### config.mk
export PLATFORM = sky130hd
export DESIGN_NAME = gated_incr_bank
export DESIGN_NICKNAME = d
export VERILOG_FILES = /design/src/rtl/gated_incr_pkg.sv /design/src/rtl/gated_incr_chan.sv /design/src/rtl/gated_incr_bank.sv
export SDC_FILE = /design/constraint.sdc
export NUM_CORES = 1
export LEC_CHECK = 0
export CAP_MARGIN = 5
export CORE_UTILIZATION = 25
export CTS_BUF_LIST = sky130_fd_sc_hd__clkbuf_16
export DETAILED_ROUTE_END_ITERATION = 10
export HOLD_SLACK_MARGIN = 0.15
export REMOVE_ABC_BUFFERS = 1
export SLEW_MARGIN = 20
export SYNTH_ARGS = -nofsm -noshare
export SYNTH_HDL_FRONTEND = slang
export SYNTH_SLANG_ARGS = --single-unit
### constraint.sdc
create_clock -name clk -period 4.3 [get_ports clk]
set_input_delay 0.86 -clock clk [delete_from_list [all_inputs] [get_ports clk]]
set_output_delay 0.86 -clock clk [all_outputs]
set_load 0.02 [all_outputs]
### src/rtl/gated_incr_pkg.sv
// gated_incr_pkg: shared mode encoding, op-select helper and width constants for gated_incr_bank
package gated_incr_pkg;
  typedef enum logic [1:0] {
    MODE_LOAD  = 2'b00,
    MODE_ACCUM = 2'b01,
    MODE_INCR  = 2'b10,
    MODE_HOLD  = 2'b11
  } mode_e;
  localparam int CARRY_W = 1;
  function automatic logic is_update(mode_e m);
    return m != MODE_HOLD;
  endfunction
endpackage

### src/rtl/gated_incr_chan.sv
// gated_incr_chan: one channel (adder, wrap or clamp via GATED_INCR_SAT_EN, out/vld/ovf registers); ports clk, rst, en, clr, mode, in -> out, vld, ovf
module gated_incr_chan import gated_incr_pkg::*; #(
  parameter int IN_W  = 2,
  parameter int OUT_W = 3,
  parameter int STEP  = 1
) (
  input  logic             clk,
  input  logic             rst,
  input  logic             en,
  input  logic             clr,
  input  mode_e            mode,
  input  logic [IN_W-1:0]  in,
  output logic [OUT_W-1:0] out,
  output logic             vld,
  output logic             ovf
);
  localparam int SW = OUT_W + CARRY_W;
  logic [SW-1:0]    sum;
  logic [OUT_W-1:0] nxt;
  always_comb begin
    sum = mode == MODE_LOAD  ? SW'(in) + SW'(STEP) :
          mode == MODE_ACCUM ? SW'(out) + SW'(in) :
                               SW'(out) + SW'(STEP);
`ifdef GATED_INCR_SAT_EN
    nxt = sum[OUT_W] ? '1 : sum[OUT_W-1:0];
`else
    nxt = sum[OUT_W-1:0];
`endif
  end
  always_ff @(posedge clk) begin
    if (rst || clr) begin
      out <= '0;
      vld <= 1'b0;
      ovf <= 1'b0;
    end else if (en && is_update(mode)) begin
      out <= nxt;
      vld <= 1'b1;
      ovf <= ovf | sum[OUT_W];
    end else begin
      vld <= 1'b0;
    end
  end
endmodule

### src/rtl/gated_incr_bank.sv
// gated_incr_bank: NCH enable-gated load/accumulate/increment channels plus global update counter (GATED_INCR_SAT_EN selects clamp); ports clk, rst, en, clr, mode, in -> out, vld, ovf, upd_cnt
module gated_incr_bank import gated_incr_pkg::*; #(
  parameter int NCH   = 4,
  parameter int IN_W  = 2,
  parameter int OUT_W = 3,
  parameter int STEP  = 1,
  parameter int CNT_W = 8
) (
  input  logic                 clk,
  input  logic                 rst,
  input  logic [NCH-1:0]       en,
  input  logic [NCH-1:0]       clr,
  input  logic [1:0]           mode,
  input  logic [NCH*IN_W-1:0]  in,
  output logic [NCH*OUT_W-1:0] out,
  output logic [NCH-1:0]       vld,
  output logic [NCH-1:0]       ovf,
  output logic [CNT_W-1:0]     upd_cnt
);
  for (genvar i = 0; i < NCH; i++) begin : g_ch
    gated_incr_chan #(.IN_W(IN_W), .OUT_W(OUT_W), .STEP(STEP)) u_chan (
      .clk (clk),
      .rst (rst),
      .en  (en[i]),
      .clr (clr[i]),
      .mode(mode_e'(mode)),
      .in  (in[i*IN_W +: IN_W]),
      .out (out[i*OUT_W +: OUT_W]),
      .vld (vld[i]),
      .ovf (ovf[i])
    );
  end
  always_ff @(posedge clk) begin
    if (rst) upd_cnt <= '0;
    else if (|vld) upd_cnt <= upd_cnt + CNT_W'(1);
  end
endmodule
==> summary.md <==
| Metric | Value |
|---|---|
| WL met3 | about 140 µm |
| Core box area | 6756 µm² |
| Final setup margin | about 1.1 ns |
| Area grow syn2layout | 30.11% |
| R2r setup slk | 2.57 ns |
| Sink Count | 28 |
| Final setup TNS | 0 ns |
| Simple-Gate Fraction of Synth Area | 22.65% |
| Dpl cells | 310 |
| Setup crit start kind | primary input |
| Synth Flop Type | dfxtp_1 |
| Cell row count | 30 |
| Top-area cell type share of the netlist area | between 30% and 40% |
| Combinational fraction of design power | 19.0% |
| Final setup fails | 0 |
| Critical Path RT | 4.43 ns |
| Period utilization | around 74% |
| Crit path largest cell delay | 0.54 ns |
| Critical path class | in2reg |
| Adder-cell area share of the yosys netlist | between 10% and 20% |
| Critical-path cell list | clkdlybuf4s50_1 -> nor2b_1 -> nand2b_1 -> ha_1 -> inv_1 -> fa_1 -> nor2_1 -> a211oi_1 -> a2111oi_1 |
| Vias per cell | 4.649 |
| Nets@finish | 272 |
| Root buffer cell | clkbuf_16 |
| Routed length on met1 | around 2.0 mm |
| Post-Synth XOR/XNOR Area | 2.509% |
| Internal power | 0.4450 mW |
| Synth top area cells | dfxtp_1 32%, ha_1 9.3%, fa_1 4.6% |
| Detailed-route DRC error count | 0 |
| Clock slew at reported path FFs | 0.07 ns |
| Average footprint of a synthesized cell | 8.905 µm² |
| Clock power frac | 35.2% |
| EDFF count, synth | 0 |
| Worst r2r src | g_ch[0].u_chan.out[0] |
| Critical Path Fanout Max | 8 |
| Slew Viols, Final | 0 |
| HP Class | reg2reg |
| Final Hold Violating Endpoints | 0 |
| Wirelength per Cell | 13.10 µm |
| Number of library cell types mapped by synthesis | 37 |
| Die area | 7320 µm² |
| # diodes | 0 |
| Sequential area share after synthesis | 32.11% |
| Post CTS Setup Buffer Count | 0 |
| CTS tree | built |
| Sw Share | between 20% and 30% |
| Gr usage total | between 10% and 20% |
| Post-Syn Area | between 1500 and 2000 µm² |
| Critical path buffer and inverter count | 2 |
| Pleak | 0.7944 nW |
| Die X | 85.56 µm |
| Worst reg2reg path depth | 6 |
| Antenna viol nets, final | 0 |
| Ys Warns | 0 |
| Hold depth | 1 |
| Vias in the first global route | 1,403 |
| Die Y | 85.56 µm |
| Input/output buffers | 47 |
| DR iter-0 viols | 55 |
| Seq pwr share | 45.7% |
| Slowest cell on crit path | clkdlybuf4s50_1 |
| Antenna violations before repair | 0 |
| Setup WS pre-CTS | 0.8218 ns |
| Dpl cell area | 2196 µm² |
| Asr flop ratio synth | 0% |
| Layout cell share with drive strength beyond 1 | 10.30% |
| Final instance area | 2271 µm² |
| CTS buffer count | 3 |
| Worst hold start | g_ch[3].u_chan.ovf |
| Min Clock Period, post-route | between 3 and 4 ns |
| Yosys top cell by area | dfxtp_1 |
| Detailed-router iteration count before antenna repair | 4 |
| Synth Register Bits | 28 |
| Largest net degree at the start of global routing | 24 |
| Max frequency | 314.3 MHz |
| Routed wire length | 4.100 mm |
| Routed wl met2 | 1.909 mm |
| Reg2reg end | g_ch[0].u_chan.out[1] |
| Hold-fix buffers at CTS | 0 |
| Uppermost routed layer | met4 |
| Non-Filler Instances | 313 |
| Largest family of logic cells by synthesized area | simple AND/OR/NAND/NOR gates |
| Worst Hold Path EP | g_ch[3].u_chan.ovf |
| Starting Density | 25.83% |
| Global route overflow | 0 |
| Global-route wire length before repair | 6.844 mm |
| Fin Clk Skew | 0.001113 ns |
| Clk_lat worst skew | 0.26 ns |
| Post-synthesis instance total | 196 |
| Crit path max-delay family | simple AND/OR/NAND/NOR gates |
| Max-slew headroom | 33.60% |
| CTS HTree Levels | 1 |
| Cts repair resizes | 0 |
| Max cap viols | 0 |
| RSZ-0062 raised after global routing | false |
| Peak VDD IR | roughly 0.00014 V |
| GP Congestion | 0.7666 |
| Worst Path Arrival | 3.31 ns |
| Power Density | approximately 270 nW/µm² |
| Synth Area in Compound Gates | 18.78% |
| Worst setup EP type | flip-flop |
| P_sw | 0.1573 mW |
| WP depth | 9 |
| DPL Wire Length | 3.109 mm |
| Vias | 1,455 |
| Status | completed |
| I/O Pins | 48 |
| Measured slew at the worst slew-check pin | 0.9929 ns |
| Post-synthesis mux area share | less than 1% |
| Clock tree buffer depth | 2 |
[state kept, by name (all words and copies together) (netlist names)]
register and cells:
g_ch.u_chan.out 12, g_ch.u_chan.ovf 4, g_ch.u_chan.vld 4, upd_cnt 8
[stage by stage]
step / power (mW) / util, % / hold WS [ns]
6_report: 0.6023 / 33.61 / 0.4691
5_1_grt: 0.6348 / 33.61 / 0.4922
4_1_cts: 0.6111 / 33.61 / 0.4734
3_5_place_dp: 0.3962 / 32.50 / 0.4584
3_3_place_gp: 0.3946 / 32.50 / 0.4498
2_1_floorplan: 0.3412 / - / 0.5534
[cells in the final DEF (no fill, tap or decap), types with 2 or more instances in the layout]
cell type / count
o21ai_0: 10
clkdlybuf4s50_1: 47
nor2_1: 17
and2_1: 7
xnor2_1: 4
a2111oi_0: 2
ha_1: 13
nor3_1: 14
o21a_1: 4
a21boi_0: 4
clkbuf_16: 3
and2_2: 5
a21oi_2: 4
or3_1: 2
nor2_2: 5
a2111oi_2: 4
dfxtp_1: 28
a211oi_1: 3
a21oi_1: 6
fa_1: 4
inv_1: 12
nand2_1: 20
nand2b_1: 4
[per-layer routing]
metal  vias to the layer above  global-route usage (%)
met3                         6                   2.021
met1                       674                   16.52
met2                        32                   18.33
met4                         0                   3.788
met5                         -                       0
li1                        743                       -
[power groups by stage]
stage	combinational [mW]	clock, mW	sequential, mW
after floorplan	0.0530	0	0.288
after global placement	0.113	0	0.281
after detailed placement	0.115	0	0.281
after CTS	0.115	0.220	0.275
after global routing	0.126	0.232	0.277
final	0.115	0.212	0.275
[synth_stat cells, types with 2 or more instances]
master / count
a2111oi_0: 2
a2111oi_2: 4
a211oi_1: 3
a21boi_0: 4
a21oi_1: 6
a21oi_2: 4
and2_1: 7
and2_2: 5
buf_4: 8
buf_6: 2
dfxtp_1: 28
fa_1: 4
ha_1: 13
inv_1: 12
nand2_1: 20
nand2b_1: 4
nor2_1: 17
nor2_2: 5
nor3_1: 14
o21a_1: 4
o21ai_0: 10
or3_1: 2
xnor2_1: 4
[worst max-delay path by stage]
stage	start	end	slack [ns]
6_report	mode[0]	g_ch[0].u_chan.out[1]	1.12
2_1_floorplan	mode[0]	g_ch[0].u_chan.out[1]	1.78
5_1_grt	mode[0]	g_ch[0].u_chan.out[1]	0.94
3_5_place_dp	mode[0]	g_ch[0].u_chan.out[1]	0.82
3_3_place_gp	mode[0]	g_ch[3].u_chan.out[1]	0.97
4_1_cts	mode[0]	g_ch[0].u_chan.out[1]	1.10
[final cells by class]
cell class	instances	area, µm²
clock buffer	3	75.07
fill	701	4486
inverter	12	45.04
multi-input combinational	143	1020
sequential	28	560.5
tap	80	100.1
timing repair buffer	47	470.5
[kinds of logic after synthesis]
logic type	count (synthesis)
AOI/OAI and AO/OA	41
xor gates and xnor gates	5
adders and majority gates	17
buffers and inverters	25
DFF	28
muxes	1
and+or+nand+nor	79
No activity file was read; power rests on OpenSTA's default activity.
